$ cat src/rtl/mem_arb_pkg.sv
// Shared types and defaults for the unified-memory port arbiter.
// Optional loader/DMA requester is enabled with `MEM_ARB_DMA_EN.
package mem_arb_pkg;

   localparam int DEF_ADDR_W       = 8;
   localparam int DEF_DATA_W       = 8;
   localparam int DEF_STARVE_LIMIT = 4;

   // Owner of the read in flight; doubles as the arbiter state
   typedef enum logic [1:0] {
      OWN_NONE = 2'd0,
      OWN_IF   = 2'd1,
      OWN_DM   = 2'd2,
      OWN_DMA  = 2'd3
   } own_t;

endpackage

$ cat src/rtl/mem_port_arbiter_if.sv
// Requester and memory-side bus of the arbiter; master = requesters/memory, slave = arbiter.
// Loader/DMA signals exist only with `MEM_ARB_DMA_EN.
interface mem_port_arbiter_if #(
   parameter int ADDR_W = mem_arb_pkg::DEF_ADDR_W,
   parameter int DATA_W = mem_arb_pkg::DEF_DATA_W
);
   logic              if_req;
   logic [ADDR_W-1:0] if_addr;
   logic              if_gnt;
   logic              if_stall;
   logic              if_rvalid;
   logic [DATA_W-1:0] if_rdata;

   logic              dm_req;
   logic              dm_we;
   logic [ADDR_W-1:0] dm_addr;
   logic [DATA_W-1:0] dm_wdata;
   logic              dm_gnt;
   logic              dm_rvalid;
   logic [DATA_W-1:0] dm_rdata;

`ifdef MEM_ARB_DMA_EN
   logic              dma_req;
   logic              dma_we;
   logic [ADDR_W-1:0] dma_addr;
   logic [DATA_W-1:0] dma_wdata;
   logic              dma_gnt;
   logic              dma_rvalid;
   logic [DATA_W-1:0] dma_rdata;
`endif

   logic              mem_en;
   logic              mem_we;
   logic [ADDR_W-1:0] mem_addr;
   logic [DATA_W-1:0] mem_wdata;
   logic [DATA_W-1:0] mem_rdata;

   modport master (
      output if_req, if_addr, dm_req, dm_we, dm_addr, dm_wdata, mem_rdata,
      input  if_gnt, if_stall, if_rvalid, if_rdata, dm_gnt, dm_rvalid, dm_rdata,
             mem_en, mem_we, mem_addr, mem_wdata
`ifdef MEM_ARB_DMA_EN
      , output dma_req, dma_we, dma_addr, dma_wdata
      , input  dma_gnt, dma_rvalid, dma_rdata
`endif
   );

   modport slave (
      input  if_req, if_addr, dm_req, dm_we, dm_addr, dm_wdata, mem_rdata,
      output if_gnt, if_stall, if_rvalid, if_rdata, dm_gnt, dm_rvalid, dm_rdata,
             mem_en, mem_we, mem_addr, mem_wdata
`ifdef MEM_ARB_DMA_EN
      , input  dma_req, dma_we, dma_addr, dma_wdata
      , output dma_gnt, dma_rvalid, dma_rdata
`endif
   );

endinterface

$ cat src/rtl/mem_arb_prio.sv
// Combinational grant encoder: dm > dma > if, with a fetch override flag.
// One-hot grant vector: [0] fetch, [1] data stage, [2] loader.
module mem_arb_prio (
   input  logic       req_if,
   input  logic       req_dm,
   input  logic       req_dma,
   input  logic       ovr,
   output logic [2:0] gnt
);

   always_comb begin
      gnt = '0;
      if (ovr && req_if)
         gnt[0] = 1'b1;
      else if (req_dm)
         gnt[1] = 1'b1;
      else if (req_dma)
         gnt[2] = 1'b1;
      else if (req_if)
         gnt[0] = 1'b1;
   end

endmodule

$ cat src/rtl/mem_port_arbiter.sv
// Single-port arbiter for the 256x8 unified memory: fetch, data stage and optional loader.
// Loader port and priority level are built only with `MEM_ARB_DMA_EN.
module mem_port_arbiter
   import mem_arb_pkg::*;
#(
   parameter int ADDR_W       = DEF_ADDR_W,
   parameter int DATA_W       = DEF_DATA_W,
   parameter int STARVE_LIMIT = DEF_STARVE_LIMIT
) (
   input logic              clk,
   input logic              rst,
   mem_port_arbiter_if.slave bus
);

   localparam int CNT_W = (STARVE_LIMIT > 0) ? $clog2(STARVE_LIMIT + 1) : 1;
   localparam logic [CNT_W-1:0] LIMIT = CNT_W'(STARVE_LIMIT);

   logic [2:0]        gnt;
   logic              req_if;
   logic              req_dm;
   logic              req_dma;
   logic              ovr;
   own_t              win;
   own_t              tag;
   own_t              tag_nxt;
   logic [CNT_W-1:0]  starve_cnt;
   logic [CNT_W-1:0]  starve_nxt;
   logic              cmd_en;
   logic              cmd_we;
   logic [ADDR_W-1:0] cmd_addr;
   logic [DATA_W-1:0] cmd_wdata;

   // Gating requests with rst keeps grants and the memory command low during reset
   assign req_if = bus.if_req & ~rst;
   assign req_dm = bus.dm_req & ~rst;
`ifdef MEM_ARB_DMA_EN
   assign req_dma = bus.dma_req & ~rst;
`else
   assign req_dma = 1'b0;
`endif

   assign ovr = (STARVE_LIMIT != 0) && (starve_cnt == LIMIT);

   mem_arb_prio u_prio (
      .req_if  (req_if),
      .req_dm  (req_dm),
      .req_dma (req_dma),
      .ovr     (ovr),
      .gnt     (gnt)
   );

   always_comb begin
      win = OWN_NONE;
      if (gnt[0])
         win = OWN_IF;
      else if (gnt[1])
         win = OWN_DM;
      else if (gnt[2])
         win = OWN_DMA;
   end

   always_comb begin
      cmd_en    = 1'b0;
      cmd_we    = 1'b0;
      cmd_addr  = '0;
      cmd_wdata = '0;
      case (win)
         OWN_IF: begin
            cmd_en   = 1'b1;
            cmd_addr = bus.if_addr;
         end
         OWN_DM: begin
            cmd_en    = 1'b1;
            cmd_we    = bus.dm_we;
            cmd_addr  = bus.dm_addr;
            cmd_wdata = bus.dm_wdata;
         end
`ifdef MEM_ARB_DMA_EN
         OWN_DMA: begin
            cmd_en    = 1'b1;
            cmd_we    = bus.dma_we;
            cmd_addr  = bus.dma_addr;
            cmd_wdata = bus.dma_wdata;
         end
`endif
         default: ;
      endcase
   end

   assign bus.mem_en    = cmd_en;
   assign bus.mem_we    = cmd_we;
   assign bus.mem_addr  = cmd_addr;
   assign bus.mem_wdata = cmd_wdata;

   // Read-owner tag: next state is the current winner for reads, none otherwise
   always_ff @(posedge clk or posedge rst) begin
      if (rst)
         tag <= OWN_NONE;
      else
         tag <= tag_nxt;
   end

   always_comb begin
      tag_nxt = OWN_NONE;
      if (cmd_en && !cmd_we)
         tag_nxt = win;
   end

   always_comb begin
      starve_nxt = '0;
      if (bus.if_req && !gnt[0])
         starve_nxt = (starve_cnt == LIMIT) ? starve_cnt : starve_cnt + 1'b1;
   end

   always_ff @(posedge clk or posedge rst) begin
      if (rst)
         starve_cnt <= '0;
      else
         starve_cnt <= starve_nxt;
   end

   assign bus.if_gnt    = gnt[0];
   assign bus.if_stall  = bus.if_req & ~gnt[0];
   assign bus.if_rvalid = (tag == OWN_IF);
   assign bus.if_rdata  = bus.if_rvalid ? bus.mem_rdata : '0;

   assign bus.dm_gnt    = gnt[1];
   assign bus.dm_rvalid = (tag == OWN_DM);
   assign bus.dm_rdata  = bus.dm_rvalid ? bus.mem_rdata : '0;

`ifdef MEM_ARB_DMA_EN
   assign bus.dma_gnt    = gnt[2];
   assign bus.dma_rvalid = (tag == OWN_DMA);
   assign bus.dma_rdata  = bus.dma_rvalid ? bus.mem_rdata : '0;
`endif

   // A stalled requester must present the identical request until granted
   a_if_hold: assert property (@(posedge clk) disable iff (rst)
      (bus.if_req && !bus.if_gnt) |=> (bus.if_req && $stable(bus.if_addr)));

   a_dm_hold: assert property (@(posedge clk) disable iff (rst)
      (bus.dm_req && !bus.dm_gnt) |=>
         (bus.dm_req && $stable(bus.dm_we) && $stable(bus.dm_addr) && $stable(bus.dm_wdata)));

`ifdef MEM_ARB_DMA_EN
   a_dma_hold: assert property (@(posedge clk) disable iff (rst)
      (bus.dma_req && !bus.dma_gnt) |=>
         (bus.dma_req && $stable(bus.dma_we) && $stable(bus.dma_addr) && $stable(bus.dma_wdata)));
`endif

endmodule

$ cat src/flat_wrapper.sv
// flat-port wrapper written by rule: the top's interface ports become plain ports
module mem_port_arbiter_flat import mem_arb_pkg::*;
#(
   parameter int ADDR_W       = DEF_ADDR_W,
   parameter int DATA_W       = DEF_DATA_W,
   parameter int STARVE_LIMIT = DEF_STARVE_LIMIT
)
  (clk, rst, bus_if_req, bus_if_addr, bus_dm_req, bus_dm_we, bus_dm_addr, bus_dm_wdata, bus_mem_rdata, bus_if_gnt, bus_if_stall, bus_if_rvalid, bus_if_rdata, bus_dm_gnt, bus_dm_rvalid, bus_dm_rdata, bus_mem_en, bus_mem_we, bus_mem_addr, bus_mem_wdata);
  mem_port_arbiter_if #(.ADDR_W(ADDR_W), .DATA_W(DATA_W)) bus_i ();
  input logic clk;
  input logic rst;
  input wire logic [$bits(bus_i.if_req)-1:0] bus_if_req;
  input wire logic [$bits(bus_i.if_addr)-1:0] bus_if_addr;
  input wire logic [$bits(bus_i.dm_req)-1:0] bus_dm_req;
  input wire logic [$bits(bus_i.dm_we)-1:0] bus_dm_we;
  input wire logic [$bits(bus_i.dm_addr)-1:0] bus_dm_addr;
  input wire logic [$bits(bus_i.dm_wdata)-1:0] bus_dm_wdata;
  input wire logic [$bits(bus_i.mem_rdata)-1:0] bus_mem_rdata;
  output wire logic [$bits(bus_i.if_gnt)-1:0] bus_if_gnt;
  output wire logic [$bits(bus_i.if_stall)-1:0] bus_if_stall;
  output wire logic [$bits(bus_i.if_rvalid)-1:0] bus_if_rvalid;
  output wire logic [$bits(bus_i.if_rdata)-1:0] bus_if_rdata;
  output wire logic [$bits(bus_i.dm_gnt)-1:0] bus_dm_gnt;
  output wire logic [$bits(bus_i.dm_rvalid)-1:0] bus_dm_rvalid;
  output wire logic [$bits(bus_i.dm_rdata)-1:0] bus_dm_rdata;
  output wire logic [$bits(bus_i.mem_en)-1:0] bus_mem_en;
  output wire logic [$bits(bus_i.mem_we)-1:0] bus_mem_we;
  output wire logic [$bits(bus_i.mem_addr)-1:0] bus_mem_addr;
  output wire logic [$bits(bus_i.mem_wdata)-1:0] bus_mem_wdata;
  assign bus_i.if_req = bus_if_req;
  assign bus_i.if_addr = bus_if_addr;
  assign bus_i.dm_req = bus_dm_req;
  assign bus_i.dm_we = bus_dm_we;
  assign bus_i.dm_addr = bus_dm_addr;
  assign bus_i.dm_wdata = bus_dm_wdata;
  assign bus_i.mem_rdata = bus_mem_rdata;
  assign bus_if_gnt = bus_i.if_gnt;
  assign bus_if_stall = bus_i.if_stall;
  assign bus_if_rvalid = bus_i.if_rvalid;
  assign bus_if_rdata = bus_i.if_rdata;
  assign bus_dm_gnt = bus_i.dm_gnt;
  assign bus_dm_rvalid = bus_i.dm_rvalid;
  assign bus_dm_rdata = bus_i.dm_rdata;
  assign bus_mem_en = bus_i.mem_en;
  assign bus_mem_we = bus_i.mem_we;
  assign bus_mem_addr = bus_i.mem_addr;
  assign bus_mem_wdata = bus_i.mem_wdata;
  mem_port_arbiter #(.ADDR_W(ADDR_W), .DATA_W(DATA_W), .STARVE_LIMIT(STARVE_LIMIT)) u_core (.clk(clk), .rst(rst), .bus(bus_i));
endmodule
$ cat config.mk
export PLATFORM = sky130hd
export DESIGN_NAME = mem_port_arbiter_flat
export DESIGN_NICKNAME = d
export VERILOG_FILES = /design/src/rtl/mem_arb_pkg.sv /design/src/rtl/mem_port_arbiter_if.sv /design/src/rtl/mem_arb_prio.sv /design/src/rtl/mem_port_arbiter.sv /design/src/flat_wrapper.sv
export SDC_FILE = /design/constraint.sdc
export NUM_CORES = 1
export LEC_CHECK = 0
export CORE_MARGIN = 2
export CORE_UTILIZATION = 24
export CTS_BUF_LIST = sky130_fd_sc_hd__clkbuf_8 sky130_fd_sc_hd__clkbuf_16
export CTS_CLUSTER_DIAMETER = 80
export DETAILED_ROUTE_END_ITERATION = 10
export GPL_TIMING_DRIVEN = 1
export PLACE_DENSITY_LB_ADDON = 0.05
export REMOVE_ABC_BUFFERS = 1
export SLEW_MARGIN = 20
export SYNTH_ARGS = -nofsm -noshare
export SYNTH_HDL_FRONTEND = slang
export SYNTH_SLANG_ARGS = --single-unit
$ cat constraint.sdc
create_clock -name clk -period 2.01 [get_ports clk]
set_input_delay 0.402 -clock clk [delete_from_list [all_inputs] [get_ports clk]]
set_output_delay 0.402 -clock clk [all_outputs]
set_load 0.02 [all_outputs]
**Word level (Yosys, flattened, before mapping)**

Index checks and enable logic that the tools add are counted.

- Register bits: 5
- Input bits: 37

- $add $sub $neg: 1
- Equality and inequality tests: 6
- Muxes and demuxes: 17
- Bitwise logic cells: 5
- Reduce and logical (&&, ||, !) cells: 6

Operators by type and width:

| kind | number |
|---|---|
| $mux 8 | 3 |
| $pmux 8 s2 | 1 |
| $mux 2 | 4 |
| $mux 1 | 7 |
| $mux 3 | 2 |
| $eq 2x1->1 const B | 2 |
| $eq 2x2->1 const B | 2 |
| $add 3x1->3 const B | 1 |
| $and 1x1->1 | 3 |
| $eq 3x3->1 const B | 1 |
| $logic_and 1x1->1 | 3 |
| $logic_not 1->1 | 2 |
| $ne 2x2->1 const B | 1 |
| $not 1->1 | 2 |
| $reduce_or 2->1 | 1 |

**Logic depth before layout (Yosys ltp)**

Gate-level depths: netlist (run 1).

- Word-level depth: 11
- Gate-level depth with buffers: 6
- Depth with buffers taken out: 5

**Modules after synthesis**

From an unflattened synthesis (run 1), not the netlist that was laid out.

- Cells, all modules: 91
- Area, all modules: 678.2 um^2

Modules (own cells, without submodules):

| module | times used | cells an instance | area an instance (um^2) | seq. area each (um^2) |
|---|---|---|---|---|
| mem_port_arbiter | 1 | 86 | 639.4 | 125.1 |
| mem_arb_prio | 1 | 5 | 38.8 | 0.0 |

**Worst setup path before layout (run 1)**

OpenSTA, ideal clock, no wires.

- Path kind: register to output
- From: reg u_core.starve_cnt[0]
- To: out bus_mem_addr[0]
- Arrival: 1.669 ns
- Required time: 1.608 ns
- Slack: -0.061 ns
- Stages on the path, launching flop included: 6
- Buffers on the path: 0
- Path through: dfrtp_1 > inv_1 > ha_1 > a21boi_2 > nor3b_2 > a22o_1

RTL lines:

| what | RTL line | RTL |
|---|---|---|
| start, declared | mem_port_arbiter.sv:26 | `logic [CNT_W-1:0] starve_cnt;` |
| start signal, assigned | mem_port_arbiter.sv:119 | `starve_cnt <= starve_nxt;` |
| $eq 3x3->1 (*) | mem_port_arbiter.sv:42 | `assign ovr = (STARVE_LIMIT != 0) && (starve_cnt == LIMIT);` |
| $logic_and 1x1->1 (*) | mem_arb_prio.sv:13 | `if (ovr && req_if)` |
| $mux 1 (*) | mem_arb_prio.sv:13 |  |
| via bus_if_gnt | flat_wrapper.sv:19 | `output wire logic [$bits(bus_i.if_gnt)-1:0] bus_if_gnt;` |
| $mux 2 (*) | mem_port_arbiter.sv:54 | `if (gnt[0])` |
| $eq 2x2->1 or $eq 2x1->1 (tied branches) | mem_port_arbiter.sv:67 | `case (win)` |
| $pmux 8 s2 (*) | mem_port_arbiter.sv:67 |  |
| end, declared | flat_wrapper.sv:28 | `output wire logic [$bits(bus_i.mem_addr)-1:0] bus_mem_addr;` |

Mark *: on every way through the listed nets, which the timed path passes. The rest lies on a longest branch.

**Final worst setup path (run 1)**

- From: reg u_core.starve_cnt[1]
- To: out bus_mem_addr[3]

- Longest elaborated chain between the ends: 7

Ends and longest elaborated chain:

| what | RTL line | RTL |
|---|---|---|
| $eq 3x3->1 (*) | mem_port_arbiter.sv:42 |  |
| $logic_and 1x1->1 (*) | mem_arb_prio.sv:13 |  |
| $mux 1 | mem_arb_prio.sv:13 |  |
| $mux 2 | mem_port_arbiter.sv:56 | `else if (gnt[1])` |
| $mux 2 (*) | mem_port_arbiter.sv:54 |  |
| $eq 2x2->1 or $eq 2x1->1 (tied branches) | mem_port_arbiter.sv:67 |  |
| $pmux 8 s2 (*) | mem_port_arbiter.sv:67 |  |

Mark *: on every way between the ends. The rest lies on a longest branch, timed or not.

==> results.toml, run 1 <==
[run_status]
run_status = "complete, but fails checks"
violations_in_the_final_reports = "negative setup slack"

[place]
detailedPlacementHpwl_mm = 1.90
port_buffers = 75
gp_congestion = 0.675

[floorplan]
die-height_um = 52.6
die-area_sq_mm = 0.00277
chipWidth_um = 52.6
initial_utilization_pct = 25.6
num_rows = 17
ios = 76
area_of_the_core_sq_mm = 0.00221

[setup_path]
biggest_fanout_along_the_worst_timing_path = 5
ordered_list_of_cells_on_the_worst_path = "inv_1 > ha_2 > and3_4 > nor3b_4 > buf_6 > buf_4 > a22o_1 > buf_6"
critical_path_cell_count = 8
required_ns = 1.61
reg2regPathDepth = 8
timing.critical_path.to = "bus_mem_addr[3]"
worstSetupPathType = "register to output pin"
r2r-start = "u_core.starve_cnt[1]"
timing.critical_path.slowest_stage_cell = "sky130_fd_sc_hd__dfrtp_1"
reg2reg_to = "u_core.starve_cnt[2]"
critPathLaunchType = "register"
worst-endpoint-arrival_ns = 1.73
r2r_slack_ns = 0.56
cp.buffers_inverters = 4
crit_top_cell = "sky130_fd_sc_hd__buf_6"
timing.critical_path.slowest_cell_delay_ns = 0.34
timing.critical_path.from = "u_core.starve_cnt[1]"
timing.critical_path.to_type = "output pin"
cp_top_family = "simple AND/OR/NAND/NOR gates"

[global_routing]
grtUsageTotal_pct = 16.1
grt_max_degree = 10
global_route_wire_length_before_repair_mm = 3.35
grt_remaining_overflow = 0
grt_antenna_before_repair = 0
grt_pass1_vias = 821

[clocking]
cts_tree = "done"
clkSlewWorstSetupHoldPaths_ns = 0.04
clock_buffers_created_by_tritoncts = 3
cts.htree.levels = 1
cts-hold-fix-buffers = 0
worst_skew_pair.late_latency_ns = 0.22
cts_root_buffer = "sky130_fd_sc_hd__clkbuf_8"
buffers_from_clock_root_to_sink_at_most = 2
clock_sink_count = 5

[synth]
yosysUniqueCellTypes = 22
total_of_warnings_raised_by_yosys = 0
avgSynthCellArea_sq_um = 8.21
ys_ff_latch = 5
post_synth_main_area_contributors = "sky130_fd_sc_hd__dfrtp_1 22%, sky130_fd_sc_hd__and2_1 18%, sky130_fd_sc_hd__a22o_1 12%"
yosysSeqAreaShare_pct = 22.1
netlist.area_leader.share_pct = 22.1
synth.largest_area_cell = "sky130_fd_sc_hd__dfrtp_1"
syn_inst = 69
synthesis.area_sq_um = 567

[finish]
antenna-diode-count = 0
finished_core_util_pct = 71.0
fin_nets = 202
area_delta_synth_final_pct = 177
drive_gt1_share_pct = 34.6

[sta]
slew_headroom_pct = 75.9
max_freq_mhz = 469
setup_tns_ns = -0.992
final-hold-violation-count = 0
setup_slack_ns = -0.120
clock_skew_ns = 0.00171
setup_viol_count_final = 17
worst_pin_slew_ns = 0.356
finalWorstPathRequiredPeriod_ns = 2.13
timing.final.crit_share_pct = 106
rsz_0062_raised_after_global_routing = "true"
timing_max_transition_violations_final = 0

[flow_run]
cap_violations = 0

[routing]
initialDrtViolationCount = 5
route.detailed.drc = 0
via_count = 840
wirelength_mm = 2.29
route.detailed.wl_per_inst_um = 12.0
drtPass1Iterations = 4
avgViaCountPerCell = 4.42
antenna_violating_nets_post_route = 0

[pwr]
power_leakage_nw = 0.977
power-per-cell-area_mw_per_mm2 = 367
worst_ir_drop_vdd_mv = 0.250

[worst_hold_path]
hp-class = "input pin to register"
==> state kept, by name (all words and copies together), names as in the netlist <==
register / count
u_core.starve_cnt: 3
u_core.tag: 2
==> stage by stage <==
step	hold slack, ns	cell area (sq um)	total power, W	setup slack (ns)	instances
floorplan	0.181	544	0.000211	-0.0817	65
global placement	0.608	1440	0.000382	-0.517	183
detailed placement	0.631	1440	0.000389	-0.548	183
CTS	0.657	1530	0.000579	-0.137	191
global route	0.666	1570	0.000608	-0.227	190
finish	0.660	1570	0.000576	-0.120	190
==> placed cells by master, fill, tap and decap left out, types with 2 or more instances in the layout <==
cell	count
sky130_fd_sc_hd__nand2_1	3
sky130_fd_sc_hd__and2_4	9
sky130_fd_sc_hd__clkbuf_8	3
sky130_fd_sc_hd__buf_4	19
sky130_fd_sc_hd__dfrtp_1	5
sky130_fd_sc_hd__buf_2	3
sky130_fd_sc_hd__clkdlybuf4s50_1	37
sky130_fd_sc_hd__and2_1	16
sky130_fd_sc_hd__buf_6	16
sky130_fd_sc_hd__inv_1	5
sky130_fd_sc_hd__a22o_1	8
sky130_fd_sc_hd__dlygate4sd2_1	3
sky130_fd_sc_hd__nor2b_1	2
sky130_fd_sc_hd__dlymetal6s2s_1	15
sky130_fd_sc_hd__nor2_1	5
==> metal layers <==
layer	track usage, %	wire (um)	vias up
li1	-	-	415
met1	15.0	759	375
met2	34.2	1240	50
met3	2.86	282	0
met4	4.70	0	0
met5	0	0	-
==> cells by family (layout without fill, tap and decap cells) <==
logic type | Yosys count | after routing | synth area share [%]
simple gates | 42 | 42 | 49.2
compound gates | 11 | 11 | 16.1
fa+ha+maj | 2 | 2 | 4.41
xor+xnor | 1 | 1 | 1.55
buf+inv | 8 | 101 | 6.62
flops | 5 | 5 | 22.1
==> worst register-to-register path: stages, from the launching register on <==
cell,delay (ns)
sky130_fd_sc_hd__dfrtp_1,0.34
sky130_fd_sc_hd__inv_1,0.05
sky130_fd_sc_hd__ha_2,0.19
sky130_fd_sc_hd__buf_4,0.14
sky130_fd_sc_hd__a21boi_4,0.16
sky130_fd_sc_hd__buf_4,0.14
sky130_fd_sc_hd__o21ai_2,0.05
sky130_fd_sc_hd__buf_4,0.14
sky130_fd_sc_hd__nor3_1,0.16
==> worst min-delay path by stage <==
stage | cells after the start | endpoint | start | slack (ns)
after CTS | 2 | u_core.tag[1] | bus_dm_req | 0.66
after detailed placement | 2 | u_core.starve_cnt[2] | u_core.starve_cnt[2] | 0.63
after global routing | 2 | u_core.tag[1] | bus_dm_req | 0.67
after global placement | 3 | u_core.starve_cnt[0] | u_core.starve_cnt[0] | 0.61
after floorplan | 1 | u_core.starve_cnt[0] | rst | 0.18
final | 2 | u_core.tag[1] | bus_dm_req | 0.66
==> area by class of cell <==
| class | count | area, sq um |
|---|---|---|
| Clock buffer | 3 | 41.3 |
| Clock inverter | 1 | 3.75 |
| Fill cell | 180 | 641 |
| Inverter | 4 | 15.0 |
| Multi-Input combinational cell | 56 | 429 |
| Sequential cell | 5 | 125 |
| Tap cell | 28 | 35.0 |
| Timing Repair Buffer | 93 | 922 |
==> timing repair <==
action | CTS | global route
gates resized for setup | 121 | 25
setup buffers | 3 | 0
gates cloned | 1 | 0
pin swaps | 4 | 9
setup endpoints to repair | 21 | 34
==> synthesized netlist by cell type <==
cell type	n
sky130_fd_sc_hd__o21ai_0	1
sky130_fd_sc_hd__nand3_1	1
sky130_fd_sc_hd__buf_6	1
sky130_fd_sc_hd__dfrtp_1	5
sky130_fd_sc_hd__xnor2_1	1
sky130_fd_sc_hd__nor2_1	5
sky130_fd_sc_hd__and2_2	9
sky130_fd_sc_hd__a21oi_1	1
sky130_fd_sc_hd__clkbuf_1	3
sky130_fd_sc_hd__nor3b_4	1
sky130_fd_sc_hd__nor3_1	1
sky130_fd_sc_hd__and2_1	16
sky130_fd_sc_hd__inv_1	4
sky130_fd_sc_hd__and3_4	1
sky130_fd_sc_hd__ha_1	2
sky130_fd_sc_hd__nor3b_2	1
sky130_fd_sc_hd__nor3b_1	1
sky130_fd_sc_hd__a22o_1	8
sky130_fd_sc_hd__nand2_1	3
sky130_fd_sc_hd__nor4b_1	1
sky130_fd_sc_hd__nor2b_1	2
sky130_fd_sc_hd__a21boi_2	1
==> where the power goes <==
group	internal (W)	switching, W
registers	0.000107	0.00000369
clock network	0.000131	0.0000456
logic	0.000174	0.000115
total	0.000412	0.000164
Note: power is estimated with default switching activity, not from simulation.
==> inputs of run 2 (changes only) <==
--- a/config.mk
+++ b/config.mk
@@ -9,5 +9,5 @@
 export CORE_UTILIZATION = 24
 export CTS_BUF_LIST = sky130_fd_sc_hd__clkbuf_8 sky130_fd_sc_hd__clkbuf_16
-export CTS_CLUSTER_DIAMETER = 80
+export CTS_CLUSTER_DIAMETER = 60
 export DETAILED_ROUTE_END_ITERATION = 10
 export GPL_TIMING_DRIVEN = 1
==> constraint.sdc (replaced) <==
create_clock -name clk -period 2.01 [get_ports clk]
set_input_delay 0.603 -clock clk [delete_from_list [all_inputs] [get_ports clk]]
set_output_delay 0.603 -clock clk [all_outputs]
set_load 0.02 [all_outputs]
==> run 2 against run 1 <==
  * The flow still finishes with violations (negative setup slack)
  * Clock skew grew 0.0016 ns
  * Sequential power hardly changed
  * Sequential share of layout area is 0.21 points higher
  * Design area decreased by 2.6%
  * Core utilization fell by 1.9 points
  * Largest power group unchanged
==> results.toml, run 2 (same netlist as run 1, synthesis figures left out) <==
[setup_path]
biggest_fanout_along_the_worst_timing_path = 7
worstSetupPathType = "input pin to output pin"
worst-endpoint-arrival_ns = 1.70
critPathLaunchType = "input pin"
timing.critical_path.to_type = "output pin"
required_ns = 1.41

[pwr]
power-per-cell-area_mw_per_mm2 = 387
total_switching_power_w = 0.000171
power.switching_fraction_pct = 29.0
power.combinational.fraction_pct = 51.7
worst_ir_drop_vdd_mv = 0.278
power_leakage_nw = 0.774
share_of_power_burned_in_registers_pct = 18.9
p_int_w = 0.000420
p_total_w = 0.000592
pwr-share-clk_pct = 29.4

[finish]
antenna-diode-count = 0
drive_gt1_share_pct = 48.2
largest_register_ffs = 3
biggestRegsByFlops = "u_core.starve_cnt: 3 flops, u_core.tag: 2 flops"
final_area_sq_mm = 0.00153
most-common-layout-cells = "33 x sky130_fd_sc_hd__clkdlybuf4s50_1, 25 x sky130_fd_sc_hd__buf_6, 17 x sky130_fd_sc_hd__buf_2"
largest_register = "u_core.starve_cnt"
layout.cells.most_common = "sky130_fd_sc_hd__clkdlybuf4s50_1"
fin_nets = 204
area_delta_synth_final_pct = 170

[routing]
wirelength_mm = 2.39
initialDrtViolationCount = 7
avgViaCountPerCell = 4.45
drtPass1Iterations = 4
route.detailed.drc = 0
antenna_violating_nets_post_route = 0
route.detailed.wl_per_inst_um = 12.5
via_count = 855

[sta]
setup_viol_count_final = 20
max_freq_mhz = 435
finalWorstPathRequiredPeriod_ns = 2.30
slew_headroom_pct = 75.9
clock_skew_ns = 0.00328
final-hold-violation-count = 0
rsz_0062_raised_after_global_routing = "true"
setup_slack_ns = -0.291
timing_max_transition_violations_final = 0
timing.final.crit_share_pct = 114
worst_pin_slew_ns = 0.357

[global_routing]
grtUsageTotal_pct = 17.4
groute.layer.met2.usage_pct = 36.3
grt_max_degree = 10
grt_busiest_layer = "met2"
met3_track_demand_over_resource_in_global_routing_pct = 4.29
grt_antenna_before_repair = 0
globalRouteMet1Util_pct = 16.2
global_route_wire_length_before_repair_mm = 3.62
grt_pass1_vias = 855
grt_remaining_overflow = 0

[clocking]
cts_tree = "done"
buffers_from_clock_root_to_sink_at_most = 2
clock_sink_count = 5
cts-hold-fix-buffers = 0
worst_skew_pair.late_latency_ns = 0.22
cts.htree.levels = 1
clock_buffers_created_by_tritoncts = 3
cts_root_buffer = "sky130_fd_sc_hd__clkbuf_8"
clkSlewWorstSetupHoldPaths_ns = 0.04

[run_status]
run_status = "complete, but fails checks"
violations_in_the_final_reports = "negative setup slack"

[floorplan]
ios = 76
num_rows = 17
initial_utilization_pct = 25.6
area_of_the_core_sq_mm = 0.00221
die-height_um = 52.6
die-area_sq_mm = 0.00277
chipWidth_um = 52.6

[place]
postPlaceCellArea_sq_mm = 0.00144
port_buffers = 75
gp_congestion = 0.675
detailedPlacementHpwl_mm = 1.90

[worst_hold_path]
hp-class = "input pin to async pin"

[flow_run]
cap_violations = 0
[run 2: cell types whose count changed in the layout (fill, tap and decap cells not counted), moves of 3 or more]
cell,before,now
sky130_fd_sc_hd__buf_4,19,15
sky130_fd_sc_hd__buf_6,16,25
sky130_fd_sc_hd__inv_2,0,3
sky130_fd_sc_hd__inv_1,5,2
sky130_fd_sc_hd__dlymetal6s2s_1,15,0
sky130_fd_sc_hd__clkdlybuf4s50_1,37,33
sky130_fd_sc_hd__buf_2,3,17
[run 2: critical path, cell delays in order]
cell and delay (ns):
sky130_fd_sc_hd__clkdlybuf4s15_1 0.19, sky130_fd_sc_hd__and3_4 0.19, sky130_fd_sc_hd__nor3b_4 0.27, sky130_fd_sc_hd__buf_6 0.17, sky130_fd_sc_hd__a22o_1 0.15, sky130_fd_sc_hd__buf_6 0.13
[run 2: worst paths after layout]
| path | cells past startpoint | slack (ns) | startpoint | end |
|---|---|---|---|---|
| worst max-delay path | 6 | -0.29 | bus_if_req | bus_mem_addr[5] |
| worst min-delay path | 3 | 0.66 | rst | u_core.starve_cnt[2] |
| worst max register to register | 9 | 0.47 | u_core.starve_cnt[1] | u_core.starve_cnt[2] |
| worst min register to register | 2 | 0.68 | u_core.starve_cnt[2] | u_core.starve_cnt[2] |
| max in group asynchronous | 3 | 1.17 | rst | u_core.starve_cnt[1] |
| min in group clk | 2 | 0.68 | u_core.starve_cnt[2] | u_core.starve_cnt[2] |
[run 2: final cells by class]
class	count	area [sq um]
well taps	28	35.0
fillers	176	682
inverters	4	15.0
clock inverters	1	3.75
repair buffers	95	857
multi-input cells	56	453
flip-flops and latches	5	125
clock buffers	3	41.3
[run 2: metrics by stage]
step / cells / setup WS, ns / util [%] / setup TNS, ns / hold slack [ns]
6_report: 192 / -0.291 / 69.2 / -4.64 / 0.659
5_1_grt: 192 / -0.389 / 69.2 / -6.31 / 0.702
3_3_place_gp: 183 / -0.919 / 65.2 / -23.99 / 0.608
3_5_place_dp: 183 / -0.950 / 65.2 / -24.63 / 0.631
2_1_floorplan: 65 / -0.283 / - / -4.60 / 0.382
4_1_cts: 192 / -0.281 / 68.5 / -4.90 / 0.661
[run 2: power groups by stage]
stage	Clock, W	Combinational [W]	Sequential [W]
5_1_grt	0.000186	0.000327	0.000112
6_report	0.000174	0.000306	0.000112
4_1_cts	0.000178	0.000302	0.000112
2_1_floorplan	0	0.0000986	0.000112
3_3_place_gp	0	0.000271	0.000111
3_5_place_dp	0	0.000276	0.000112
[run 2: metal layers]
metal | up-vias | part of all wire (%)
li1 | 420 | -
met1 | 385 | 34
met2 | 50 | 54
met3 | 0 | 13
met4 | 0 | 0
met5 | - | 0
[run 2: timing repair]
item | CTS | global route
gates resized for setup | 217 | 6
setup buffers | 5 | 2
cloned | 1 | 0
endpoints found under the setup margin | 39 | 20
pin swaps | 11 | 6
==> edit 1: new RTL, settings of run 1 <==
Change the package constant `DEF_ADDR_W` from 8 to 6.
--- a/src/rtl/mem_arb_pkg.sv
+++ b/src/rtl/mem_arb_pkg.sv
@@ -3,5 +3,5 @@
 package mem_arb_pkg;
 
-   localparam int DEF_ADDR_W       = 8;
+   localparam int DEF_ADDR_W       = 6;
    localparam int DEF_DATA_W       = 8;
    localparam int DEF_STARVE_LIMIT = 4;
Ports: changed (resized bus_dm_addr, bus_if_addr and bus_mem_addr); port bits go from 76 to 70. The function was not compared with the original's and may differ.
==> edit 1 against run 1 <==
- the run still ends with negative setup slack left
- synthesized cell count decreased by 2.9%
- area after synthesis decreased by 5.7%
- final cell count decreased by 3.2%
- sequential cell count unchanged
- cell area increased by 0.40%
- worst setup slack got worse by 0.049 ns
- routed wire length decreased by 10%
- clock power increased by 2%
- power increased by 1.1%
- critical endpoint is now bus_mem_addr[1]
- largest cell class unchanged
==> edit 1: results (changes against run 1) <==
[run_status]
status = finished with violations
violations = negative setup slack

[hold_path]
hold_class = input pin to asynchronous set/reset pin

[grt]
grt_pass1_wl_um = 3270  ; -2.5%
grt_pass1_vias = 741  ; -9.7%
grt_usage_pct = 16.5  ; +0.39 points
grt_max_degree = 10  ; unchanged
antenna_found_initial = 0  ; unchanged

[sta]
clock_skew_ns = 0.00289  ; +0.00118 ns
setup_violations = 15  ; -2
setup-tns-final_ns = -1.07  ; -0.0815 ns
worstMarginPinSlew_ns = 0.295  ; -0.0610 ns
setup_ws_ns = -0.169  ; -0.0488 ns

[layout]
finalNonFillerCells = 184  ; -3.2%
diodes = 0  ; unchanged
drive_gt1_share_pct = 34.6  ; +0.047 points
fill_cells = 163  ; -9.4%
final_nets = 192  ; -5.0%
largestRegisters = u_core.starve_cnt (3), u_core.tag (2)

[cts]
cts-htree-levels = 1  ; unchanged
root_buffer = clkbuf_8
cts_buffer_depth = 2  ; unchanged
insertion_delay_ns = 0.22  ; about the same
clkTransAtPathRegs_ns = 0.04  ; about the same
cts_made_buffers = 3  ; unchanged

[setup_path]
critical_path_arrival_ns = 1.78  ; +0.05 ns
critPathMaxFanout = 6  ; +1

[synth]
seq_area_frac_synth_pct = 23.4  ; +1.3 points
ys_types = 21  ; -4.5%
synth_warnings = 0  ; unchanged
async_reset_ff_share_pct = 100  ; unchanged
yosys-top-cells-area = and2_1 (29%), dfrtp_1 (23%), a22o_1 (9.8%)
avgSynthCellArea_sq_um = 7.97  ; -2.9%
synth-main-ff-cell = dfrtp_1
synth.cells.most_frequent = and2_1 (25), a22o_1 (6), dfrtp_1 (5), nor2_1 (5), inv_1 (4)

[routing]
drt_iter0_drc = 6  ; +1
vias_per_cell = 4.36  ; -1.3%
firstDrtPassIters = 4  ; unchanged
routedWlPerCell_um = 11.2  ; -7.3%

[pwr]
p_leak_uw = 0.000989  ; +1.2%
irDropWorstVdd_mv = 0.370  ; +48%
p_sw_uw = 166  ; +1.1%

[placed_design]
port_buffers = 69  ; -8.0%
gp_congestion = 0.662  ; -1.8%
placed_cells = 171  ; -6.6%
dp_hpwl_um = 1580  ; -17%

-- edit 1: changes by cell type in the layout (fill, tap and decap cells not counted), sizes merged --
cell	run 1	this run
a22o	8	6
dlygate4sd2	3	4
dlymetal6s2s	15	16
clkdlybuf4s50	37	31
-- edit 1: critical path: stages (launching register included) --
cell     delay, ns
dfrtp_1       0.38
inv_2         0.08
ha_4          0.15
and3_4        0.20
nor3b_4       0.04
buf_6         0.14
buf_12        0.13
buf_12        0.11
a22o_1        0.20
buf_6         0.13
-- edit 1: power groups by stage --
stage / registers, uW / logic, uW / clock network (uW)
after global routing: 112 / 312 / 195
after global placement: 111 / 242 / 0
after floorplan: 112 / 89.2 / 0
after detailed placement: 111 / 245 / 0
final: 111 / 292 / 180
after CTS: 111 / 288 / 186
-- edit 1: layout make-up --
type	instances	area share [%]
multi-input cells	54	26.4
flip-flops and latches	5	7.93
clock inverters	1	0.238
inverters	4	0.952
clock buffers	3	2.62
well taps	28	2.22
repair buffers	89	59.6
-- edit 1: repair_timing --
action	in CTS	in global routing
gates cloned	1	0
gates resized for setup	121	21
pin swaps	8	5
setup buffers	8	1
setup endpoints to repair	19	34
-- edit 1: final timing paths --
path                                      start              endpoint  slack, ns  cells after the start
max                        u_core.starve_cnt[1]       bus_mem_addr[1]      -0.17                      9
min                                         rst  u_core.starve_cnt[1]       0.47                      3
max reg2reg                u_core.starve_cnt[1]  u_core.starve_cnt[2]       0.49                      8
min reg2reg                u_core.starve_cnt[0]  u_core.starve_cnt[1]       0.74                      4
max in group asynchronous                   rst  u_core.starve_cnt[0]       1.37                      3
min in group clk                     bus_dm_req         u_core.tag[1]       0.65                      2
-- edit 1: kinds of logic after synthesis --
logic type,after synthesis,share of synthesized area [%]
AND/OR/NAND/NOR,42,50.1
AO/OA/AOI/OAI,9,13.1
buffers and inverters,8,7.02
flip-flops,5,23.4
adder cells (fa/ha/maj),2,4.68
XOR/XNOR,1,1.64
-- edit 1: routing by layer --
metal	part of all wire [%]	global-route usage, %
met5	0	0
met1	39	18.9
met2	49	27.7
met4	0	3.60
met3	11	7.89
-- edit 1: metrics by stage --
step                      area, sq um  utilization (%)  setup slack [ns]
after floorplan                   512                -           -0.0271
after global placement           1330             62.0            -0.563
after detailed placement         1330             62.0            -0.623
after CTS                        1510             70.5            -0.162
after global routing             1580             73.4            -0.234
final                            1580             73.4            -0.169
==> edit 2: new RTL, flow settings as in run 1 <==
Made on the original files. The 4 values of `own_t` get a one-hot encoding in 4 bits.
--- a/src/rtl/mem_arb_pkg.sv
+++ b/src/rtl/mem_arb_pkg.sv
@@ -8,9 +8,9 @@
 
    // Owner of the read in flight; doubles as the arbiter state
-   typedef enum logic [1:0] {
-      OWN_NONE = 2'd0,
-      OWN_IF   = 2'd1,
-      OWN_DM   = 2'd2,
-      OWN_DMA  = 2'd3
+   typedef enum logic [3:0] {
+      OWN_NONE = 4'b0001,
+      OWN_IF   = 4'b0010,
+      OWN_DM   = 4'b0100,
+      OWN_DMA  = 4'b1000
    } own_t;
 
Behaviour: same outputs for any inputs over 10 cycles, from zero or initial values and one cycle with rst high; not proved beyond that.
==> edit 2 against run 1 <==
- power fell by 3.6%
- cell area is 8.0% lower
- routed wire length fell by 7.3%
- worst setup slack gained 0.18 ns
- area after synthesis is 1.8% higher
- hold slack worse by 0.26 ns
- combinational power down 19%
- register-to-register slack better by 0.12 ns
- sequential cell count increased by 1
- critical endpoint is now bus_mem_addr[0]
==> edit 2: results (changes against run 1) <==
[setup_path]
critPathMaxFanout = 12  ; +7
critical_path_arrival_ns = 1.55  ; -0.18 ns
max_stage_delay_ns = 0.38  ; +0.04 ns

[sta]
worstMarginPinSlew_ns = 0.220  ; -0.137 ns
clock_skew_ns = 0.00661  ; +0.00490 ns
whs_ns = 0.397  ; -0.262 ns

[cts]
post_cts_resized = 105  ; -13%
cts_setup_buffers = 1  ; -2

[layout]
finalNonFillerCells = 188  ; -1.1%
largestRegisters = u_core.starve_cnt (3), u_core.tag (3)
drive_gt1_share_pct = 28.1  ; -6.4 points

[synth]
synth.cells.most_frequent = and2_1 (25), a22o_1 (8), dfrtp_1 (5), inv_1 (5)
ys_types = 20  ; -9.1%
seq_area_frac_synth_pct = 26.2  ; +4.2 points

[grt]
grt_pass1_vias = 751  ; -8.5%
grt_max_degree = 13  ; +3
grt_pass1_wl_um = 3190  ; -5.0%
grt_usage_pct = 15.1  ; -1.1 points

[pwr]
irDropWorstVdd_mv = 0.484  ; +93%
p_leak_uw = 0.000763  ; -22%
pg_seq_uw = 135  ; +22%
switching_share_pct = 28.2  ; -0.34 points

[hold_path]
hold_class = input pin to asynchronous set/reset pin

[routing]
drt-total-wl_um = 2120  ; -7.3%
firstDrtPassIters = 6  ; +2
vias = 812  ; -3.3%

[placed_design]
placed_area_sq_um = 1460  ; +1.0%
dp_hpwl_um = 1850  ; -2.6%
placed_cells = 184  ; +0.55%

[run_status]
status = finished clean

-- edit 2: cell count changes in the layout (fill, tap and decap cells not counted), sizes merged, moves of 2 or more --
cell / delta
dlygate4sd2: +17
nor3b: +2
dlymetal6s2s: -15
buf: -7
nor2: -2
clkdlybuf4s50: -2
clkdlybuf4s15: +2
nor2b: -2
-- edit 2: path summary, 6_finish.rpt --
path,from,end,cells past startpoint
max,u_core.starve_cnt[0],bus_mem_addr[0],7
min,rst,u_core.starve_cnt[2],3
max reg2reg,u_core.starve_cnt[1],u_core.starve_cnt[2],7
min reg2reg,u_core.starve_cnt[0],u_core.starve_cnt[0],3
max in group asynchronous,rst,u_core.tag[0],3
min in group clk,rst,u_core.tag[1],2
-- edit 2: critical path: cells and delay by family (launching register included) --
family	cells	cell delay, ns
AO/OA/AOI/OAI	1	0.19
adder cells (fa/ha/maj)	1	0.16
buffers and inverters	3	0.33
flip-flops	1	0.38
AND/OR/NAND/NOR	2	0.25
-- edit 2: cell type report --
type	instances	share of cell area, %
clock buffers	3	2.85
well taps	28	2.42
multi-input cells	56	29.4
flip-flops and latches	6	10.5
inverters	5	1.30
repair buffers	89	53.3
clock inverters	1	0.260
-- edit 2: cell families after synthesis --
kind of cell	after synthesis	synth area share [%]
AO/OA/AOI/OAI	13	18.0
adder cells (fa/ha/maj)	2	4.34
flip-flops	6	26.2
XOR/XNOR	1	1.52
AND/OR/NAND/NOR	40	44.9
buffers and inverters	7	4.99
-- edit 2: layer usage --
metal / part of all wire, % / wire, um / global-route usage [%]
met1: 34 / 728 / 15.3
met2: 53 / 1130 / 29.4
met3: 12 / 258 / 5.37
met4: 0 / 0 / 2.56
met5: 0 / 0 / 0
